[config.mk]
export PLATFORM = sky130hd
export DESIGN_NAME = decode
export DESIGN_NICKNAME = d
export VERILOG_FILES = /design/src/rtl/decode_pkg.sv /design/src/rtl/decode_instr_decoder.sv /design/src/rtl/decode.sv
export SDC_FILE = /design/constraint.sdc
export NUM_CORES = 1
export LEC_CHECK = 0
export ABC_AREA = 1
export CAP_MARGIN = 20
export CORE_MARGIN = 5
export CORE_UTILIZATION = 47
export CTS_CLUSTER_DIAMETER = 30
export CTS_CLUSTER_SIZE = 20
export DETAILED_ROUTE_END_ITERATION = 6
export GPL_ROUTABILITY_DRIVEN = 0
export HOLD_SLACK_MARGIN = 0.03
export PLACE_DENSITY = 0.87
export SETUP_SLACK_MARGIN = 0.3
export SLEW_MARGIN = 25
export SYNTH_ARGS = -nofsm -noshare
export SYNTH_HDL_FRONTEND = slang
export SYNTH_SLANG_ARGS = --single-unit
export TNS_END_PERCENT = 1
[constraint.sdc]
create_clock -name clk -period 1.7 [get_ports clk]
set_input_delay 0.34 -clock clk [delete_from_list [all_inputs] [get_ports clk]]
set_output_delay 0.34 -clock clk [all_outputs]
set_load 0.005 [all_outputs]
[src/rtl/decode_pkg.sv]
// Shared types for the decode stage: instruction classes, RV32I opcodes,
// the decode->exec slot payload and the illegal-instruction trap record.
package decode_pkg;

  typedef enum logic [3:0] {
    LUI     = 4'd0,
    AUIPC   = 4'd1,
    JAL     = 4'd2,
    JALR    = 4'd3,
    BRANCH  = 4'd4,
    LOAD    = 4'd5,
    STORE   = 4'd6,
    OP_IMM  = 4'd7,
    OP      = 4'd8,
    FENCE   = 4'd9,
    SYSTEM  = 4'd10,
    ILLEGAL = 4'd11
  } instr_class_t;

  localparam logic [6:0] OPC_LUI    = 7'b0110111;
  localparam logic [6:0] OPC_AUIPC  = 7'b0010111;
  localparam logic [6:0] OPC_JAL    = 7'b1101111;
  localparam logic [6:0] OPC_JALR   = 7'b1100111;
  localparam logic [6:0] OPC_BRANCH = 7'b1100011;
  localparam logic [6:0] OPC_LOAD   = 7'b0000011;
  localparam logic [6:0] OPC_STORE  = 7'b0100011;
  localparam logic [6:0] OPC_OP_IMM = 7'b0010011;
  localparam logic [6:0] OPC_OP     = 7'b0110011;
  localparam logic [6:0] OPC_FENCE  = 7'b0001111;
  localparam logic [6:0] OPC_SYSTEM = 7'b1110011;

  typedef struct packed {
    logic [31:0]  pc;
    instr_class_t cls;
    logic [4:0]   rs1;
    logic [4:0]   rs2;
    logic [4:0]   rd;
    logic         rd_we;
    logic [2:0]   funct3;
    logic         funct7b5;
    logic [31:0]  imm;
    logic [31:0]  instr;
  } s_id_ex_t;

  typedef struct packed {
    logic        active;
    logic [31:0] pc_addr;
    logic [31:0] mtval;
  } s_trap_info_t;

endpackage

[src/rtl/decode_instr_decoder.sv]
// Purely combinational RV32I field/immediate decoder; the pc field of the
// result is left zero and filled in by the caller.
module instr_decoder
  import decode_pkg::*;
(
  input  logic [31:0] instr_i,
  output s_id_ex_t    dec_o
);

  instr_class_t cls;

  always_comb begin
    cls = ILLEGAL;
    if (instr_i[1:0] == 2'b11) begin
      case (instr_i[6:0])
        OPC_LUI:    cls = LUI;
        OPC_AUIPC:  cls = AUIPC;
        OPC_JAL:    cls = JAL;
        OPC_JALR:   cls = JALR;
        OPC_BRANCH: cls = BRANCH;
        OPC_LOAD:   cls = LOAD;
        OPC_STORE:  cls = STORE;
        OPC_OP_IMM: cls = OP_IMM;
        OPC_OP:     cls = OP;
        OPC_FENCE:  cls = FENCE;
        OPC_SYSTEM: cls = SYSTEM;
        default:    cls = ILLEGAL;
      endcase
    end
  end

  always_comb begin
    dec_o          = '0;
    dec_o.cls      = cls;
    dec_o.instr    = instr_i;
    dec_o.rs1      = instr_i[19:15];
    dec_o.rs2      = instr_i[24:20];
    dec_o.rd       = instr_i[11:7];
    dec_o.funct3   = instr_i[14:12];
    dec_o.funct7b5 = instr_i[30];

    case (cls)
      JALR, LOAD, OP_IMM:
        dec_o.imm = {{20{instr_i[31]}}, instr_i[31:20]};
      STORE:
        dec_o.imm = {{20{instr_i[31]}}, instr_i[31:25], instr_i[11:7]};
      BRANCH:
        dec_o.imm = {{19{instr_i[31]}}, instr_i[31], instr_i[7],
                     instr_i[30:25], instr_i[11:8], 1'b0};
      LUI, AUIPC:
        dec_o.imm = {instr_i[31:12], 12'h000};
      JAL:
        dec_o.imm = {{11{instr_i[31]}}, instr_i[31], instr_i[19:12],
                     instr_i[20], instr_i[30:21], 1'b0};
      default:
        dec_o.imm = 32'h0;
    endcase

    // Writes to x0 are architecturally discarded, so never request them.
    case (cls)
      LUI, AUIPC, JAL, JALR, LOAD, OP_IMM, OP, SYSTEM:
        dec_o.rd_we = (instr_i[11:7] != 5'd0);
      default:
        dec_o.rd_we = 1'b0;
    endcase
  end

endmodule

[src/rtl/decode.sv]
// Decode stage: fetch handshake, PC tracker and a one-entry decoded slot
// feeding exec, with redirect flush and illegal-instruction trap reporting.
module decode
  import decode_pkg::*;
#(
  parameter logic [31:0] RESET_PC = 32'h0000_0000
) (
  input  logic         clk,
  input  logic         rst,
  input  logic         fetch_start_i,
  input  logic [31:0]  fetch_start_addr_i,
  input  logic         fetch_valid_i,
  output logic         fetch_ready_o,
  input  logic [31:0]  fetch_instr_i,
  input  logic         jump_i,
  input  logic [31:0]  jump_addr_i,
  output logic         id_valid_o,
  input  logic         id_ready_i,
  output logic [31:0]  id_pc_o,
  output logic [3:0]   id_class_o,
  output logic [4:0]   id_rs1_o,
  output logic [4:0]   id_rs2_o,
  output logic [4:0]   id_rd_o,
  output logic         id_rd_we_o,
  output logic [2:0]   id_funct3_o,
  output logic         id_funct7b5_o,
  output logic [31:0]  id_imm_o,
  output s_trap_info_t trap_info_o
);

  logic [31:0] pc_q, pc_d;
  logic        start_q, start_d;
  logic        out_valid_q, out_valid_d;
  s_id_ex_t    slot_q, slot_d;
  s_id_ex_t    dec;
  logic        accept;
  logic        start_rise;
  logic        trap_active;
  logic        unused_jump_lsb;

  instr_decoder u_instr_decoder (
    .instr_i (fetch_instr_i),
    .dec_o   (dec)
  );

  assign fetch_ready_o   = ~jump_i & (~out_valid_q | id_ready_i);
  assign accept          = fetch_valid_i & fetch_ready_o;
  assign start_rise      = fetch_start_i & ~start_q;
  assign unused_jump_lsb = ^jump_addr_i[1:0];

  always_comb begin
    pc_d        = pc_q;
    start_d     = fetch_start_i;
    out_valid_d = out_valid_q;
    slot_d      = slot_q;
    // A boot request outranks a coincident redirect.
    if (start_rise) begin
      pc_d        = fetch_start_addr_i;
      out_valid_d = 1'b0;
    end else if (jump_i) begin
      pc_d        = {jump_addr_i[31:2], 2'b00};
      out_valid_d = 1'b0;
    end else if (accept) begin
      slot_d      = dec;
      slot_d.pc   = pc_q;
      out_valid_d = 1'b1;
      pc_d        = pc_q + 32'd4;
    end else if (id_ready_i && out_valid_q) begin
      out_valid_d = 1'b0;
    end
  end

  always_ff @(posedge clk) begin
    if (rst) begin
      pc_q        <= RESET_PC;
      start_q     <= 1'b0;
      out_valid_q <= 1'b0;
      slot_q      <= '0;
    end else begin
      pc_q        <= pc_d;
      start_q     <= start_d;
      out_valid_q <= out_valid_d;
      slot_q      <= slot_d;
    end
  end

  assign id_valid_o    = out_valid_q;
  assign id_pc_o       = slot_q.pc;
  assign id_class_o    = slot_q.cls;
  assign id_rs1_o      = slot_q.rs1;
  assign id_rs2_o      = slot_q.rs2;
  assign id_rd_o       = slot_q.rd;
  assign id_rd_we_o    = slot_q.rd_we;
  assign id_funct3_o   = slot_q.funct3;
  assign id_funct7b5_o = slot_q.funct7b5;
  assign id_imm_o      = slot_q.imm;

  // Trap fields read as zero whenever no illegal instruction occupies the slot.
  assign trap_active         = out_valid_q && (slot_q.cls == ILLEGAL);
  assign trap_info_o.active  = trap_active;
  assign trap_info_o.pc_addr = trap_active ? slot_q.pc : 32'h0;
  assign trap_info_o.mtval   = trap_active ? slot_q.instr : 32'h0;

endmodule

Word-level counts from Yosys, hierarchy flattened --
Index checks and enable logic that the tools add are counted.
Storage, ports and cells: bits in latches 0, logic and storage cells 66, memories kept 0, input bits 102, output and inout bits 155, register bits after elaboration 154, memory bits (read-only) 0, RAM bits 0
Operators by class: muxes and demuxes 11, shifts and indexed selects 0, add/sub/neg operators 1, reductions and logical operators 11, multipliers 0, bitwise gates (word level) 8, divide/modulo/power cells 0, order comparisons 0, eq/ne operators 22
Operators with widths (number):
- 32-bit two-way mux | 5
- 32-bit one-hot mux with 5 select lines | 1
- 4-bit one-hot mux with 11 select lines | 1
- 32-bit by 3-bit adder with 32-bit output (second input constant) | 1
- 7-bit equality test (second input constant) | 4
- 7-bit by 6-bit equality test with 1-bit output (second input constant) | 3
- 4-bit by 3-bit equality test with 1-bit output (second input constant) | 4
- 7-bit by 5-bit equality test with 1-bit output (second input constant) | 2
- 4-bit equality test (second input constant) | 3
- 4-bit by 2-bit equality test with 1-bit output (second input constant) | 2
- 8-bit OR reduction | 1
- 7-bit by 2-bit equality test with 1-bit output (second input constant) | 1
- 7-bit by 4-bit equality test with 1-bit output (second input constant) | 1
- 3-bit OR reduction | 2
- 5-bit nonzero test | 1
- 4-bit by 1-bit equality test with 1-bit output (second input constant) | 1
- 4-bit zero test | 1
- 4-bit two-way mux | 1
- 1-bit NOT | 4
- 1-bit AND | 3
- 1-bit two-way mux | 3
- 3-bit AND reduction | 1
- 3-bit nonzero test | 1
- 2-bit equality test (second input constant) | 1
- 4 further kinds | 5

Depth between registers and ports, before layout --
depth in word-level cells 7, gate-level depth with buffers 12, mapped depth without buffers 12

Cells and area by module --
A second synthesis with hierarchy kept.
Second synthesis, totals: cells, all modules 1379, area total of the unflattened synthesis 9178.8 µm²
By module, submodules not included:
- decode | seq. area each 3083.0 µm², instances 1, cells each 1157, area an instance 7842.5 µm²
- instr_decoder | seq. area each 0.0 µm², instances 1, cells each 222, area an instance 1336.3 µm²

Worst setup path before layout --
Ideal clock, no wire load.
path type register -> register, start register pc_q[2], end register pc_q[20], arrival time 1441 ps, stages on the path, launching flop included 11, buffers on the path 0, clock period less this slack 1562 ps, path slack 138 ps, required time 1578 ps, setup time 122 ps, path through dfxtp_1 -> ha_1 -> nand2_1 -> nor2_2 -> nand4_2 -> nor2_1 -> nand2_1 -> nand2_1 -> nand2_1 -> o21ai_0 -> a21oi_1
Between the ends: word-level cells in the longest chain between the ends 4
Ends and longest elaborated chain:
- from (decl) | line decode.sv:31 | logic [31:0] pc_q, pc_d;
- from (signal assigned) | line decode.sv:80 | pc_q <= pc_d;
- 32-bit by 3-bit adder with 32-bit output | line decode.sv:67 | pc_d = pc_q + 32'd4;
- 32-bit two-way mux | line decode.sv:63 | end else if (accept) begin
- 32-bit two-way mux | line decode.sv:60 | end else if (jump_i) begin
- 32-bit two-way mux | line decode.sv:57 | if (start_rise) begin
No other way between the ends. The select of a mux whose other input is x is not followed. A chain may end at the register's enable or synchronous reset.

==> metrics <==
outcome finished, violations left; failing checks negative setup slack; ANT nets after route 0; Place WS -0.429 ns; crit-path max FO 9; max-cap violation count 0; TritonCTS Buffers 17; clock tree buffer depth 2; hold-fix buffers at CTS 0; row cnt 46; Combinational Power Share 16.4%; WP data required 1.36 ns; first-pass GRT wire length 43,400 um; maximum vdd ir drop 0.790 mV; YS warnings 0; worst hold stages 3; Iter 0 DRT Violations 761; drt total wl roughly 29,000 um; core footprint 16,000 um2; Min-Delay Path Class in -> reg; vias per cell ~5.4; die span in y 138 um; sequential area share after synthesis a little over a third; Min Hold Slack ~0.35 ns; H-tree depth 4; R2R Path Start id_valid_o; Root Driver clkbuf_16; Pleak between 5 and 6 nW; IO Pins 257; clock power share 44.7%; critical path class reg -> out; Sink Count 135; worst setup margin -0.181 ns; final setup vio count 150; NetSw approximately 0.0024 W; fmax 0.532 GHz; initial antenna violation count 1; IO buf count 254; Via Count 8,977; number of global-route vias before repair 8,566; minimum clock period around 1.9 ns; largest net degree at the start of global routing 64; RSZ-0062 raised after global routing true; post-synthesis cell type count 38; post-layout util a little under three quarters; Reg2Reg Setup Slack -0.15 ns; hold path start fetch_instr_i[0]; final hold violation count 0; DR DRC count 0; Post-DP HPWL 20,300 um; max-slew violation count 0; gr usage total roughly 28%; CP arrival 1.54 ns; R2R depth 11; Power Dens Cells 790 nW/um2; crit end category output port; Die X 138 um; Sw Ratio around a quarter; Mapped Nets 1,311; Initial Utilization 48.2%; Hold Path End slot_q[0]; GRT Residual Overflow 0; # nets final 1,533; clk slew on worst S/H paths 0.06 ns; routed wire length per instance 17.3 um; register bit total from synthesis 135; CTS tree done; RR Endpoint id_rd_o[2]; Seq pwr share 38.9%; Post-Route Skew 0.00615 ns; fin crit share 111%; Syn Std Cell Area slightly below 8000 um2; worst skew pair latency 0.42 ns; DR pass1 iterations 6; Gate Count Post-Synth 1,208; die area 19,100 um2; share of layout cells above drive strength 1 25.5%; Avg Cell Area, Syn 6.38 um2; Total Neg Setup Slack -13.60 ns; Pint 0.00666 W; area delta synth->final 48.1%; Rel. slew slack roughly three quarters; Least-Margin Pin Slew between 0.3 and 0.4 ns; startpoint types register
==> metal layers <==
metal	up-vias	track usage (%)	routed length [um]
met4	0	14.8	1550
met1	4105	33.0	11000
met3	118	6.66	2680
met5	-	0	0
met2	547	45.5	13500
li1	4207	-	-
==> timing repair <==
item                                   in CTS  in global routing
setup endpoints to repair                 286                225
cloned                                      1                  4
endpoints found under the hold margin       0                  0
gates resized for setup                   416                169
buffers inserted                            2                  1
pin swaps                                   4                  5
==> metrics by stage <==
step | area, um2 | power [W] | cells
5_1_grt | 11400 | 0.00934 | 1660
3_5_place_dp | 10500 | 0.00495 | 1619
3_3_place_gp | 10500 | 0.00492 | 1619
2_1_floorplan | 7740 | 0.00423 | 1208
4_1_cts | 11000 | 0.00894 | 1654
6_report | 11400 | 0.00903 | 1660
==> power groups by stage <==
stage	clock, W	sequential, W	combinational, W
after global routing	0.00421	0.00352	0.00161
after detailed placement	0	0.00356	0.00140
final	0.00404	0.00351	0.00148
after floorplan	0	0.00351	0.000723
after CTS	0.00404	0.00350	0.00140
after global placement	0	0.00355	0.00137
==> critical path, stage by stage (launching register included) <==
cell and delay [ns]:
dfxtp_4 0.38, nand3_4 0.08, nor2_4 0.15, inv_8 0.10
clkbuf_16 0.18, nor2_1 0.10, buf_2 0.13
==> synth_stat cells (all sizes together) <==
cell type | number | area, um2
xor2 | 4 | 35.0
a21oi | 162 | 826
o21ai | 98 | 502
nand2 | 297 | 1130
a211oi | 1 | 7.51
nor3 | 3 | 15.0
a41oi | 3 | 26.3
nor2 | 164 | 658
xnor2 | 3 | 26.3
inv | 124 | 465
nand3b | 2 | 15.0
o22ai | 1 | 6.26
o211ai | 10 | 75.1
clkbuf | 41 | 154
ha | 1 | 12.5
nand3 | 41 | 205
buf | 109 | 773
or2 | 3 | 18.8
nand4 | 2 | 18.8
dfxtp | 135 | 2700
nor4 | 1 | 6.26
o21a | 1 | 7.51
o2111ai | 1 | 8.76
a21o | 1 | 7.51
==> cell families after synthesis <==
logic type	after synthesis	share of synthesized area [%]
AOI/OAI and AO/OA	278	19.0
adders and majority gates	1	0.162
and+or+nand+nor	513	26.9
DFF	135	35.1
xor gates and xnor gates	7	0.795
buffers and inverters	274	18.1
==> layout by cell type, fill, tap and decap left out, types with 2 or more instances in the layout <==
cell type        netlist  routed
nand2_1              291     286
a21oi_1              160     139
inv_1                116     112
dfxtp_1              135     106
clkdlybuf4s50_1        0     100
nor2_1               151      94
buf_4                 89      69
buf_2                 18      67
dlygate4sd2_1          0      61
o21ai_0               96      57
nor2_2                11      45
nand3_1               41      40
o21ai_1                1      29
dfxtp_2                0      26
nor2_4                 2      25
a21oi_2                1      22
clkbuf_16              0      21
dlymetal6s2s_1         0      15
buf_6                  1      15
buf_12                 0      14
o21ai_2                0      11
o211ai_1              10      10
inv_2                  8      10
nand2_2                5       8
clkdlybuf4s15_1        0       5
xor2_1                 4       4
clkbuf_8               0       4
bufinv_16              0       4
a41oi_1                3       3
xnor2_1                3       3
nor3_1                 3       3
clkinv_2               0       3
dfxtp_4                0       3
nand3b_1               2       2
nand2_4                1       2
or2_2                  2       2
inv_6                  0       2
clkinvlp_4             0       2
==> worst max path at each step <==
| stage | startpoint | endpoint | slack (ns) |
|---|---|---|---|
| 2_1_floorplan | fetch_instr_i[1] | id_imm_o[21] | 0.23 |
| 3_3_place_gp | fetch_instr_i[1] | id_imm_o[15] | -0.34 |
| 3_5_place_dp | fetch_instr_i[1] | id_imm_o[19] | -0.43 |
| 4_1_cts | id_valid_o | trap_info_o[16] | -0.29 |
| 5_1_grt | id_valid_o | trap_info_o[62] | -0.23 |
| 6_report | id_valid_o | trap_info_o[32] | -0.18 |
==> state kept, by name (all words and copies together), names as in the netlist <==
name         count
id_class_o       4
id_funct3_o      2
id_imm_o        32
id_pc_o         32
id_rd_o          4
id_rd_we_o       1
id_rs1_o         4
id_rs2_o         4
id_valid_o       1
pc_q            32
slot_q          18
start_q          1
==> cell type report <==
| cell class | count | area (um2) |
|---|---|---|
| Antenna cell | 1 | 2.50 |
| Timing Repair Buffer | 353 | 3220 |
| Fill cell | 1246 | 4580 |
| Tap cell | 216 | 270 |
| Multi-Input combinational cell | 799 | 4050 |
| Inverter | 124 | 475 |
| Clock inverter | 11 | 168 |
| Sequential cell | 135 | 2750 |
| Clock buffer | 21 | 480 |
Power figures use the tool's default switching activity.
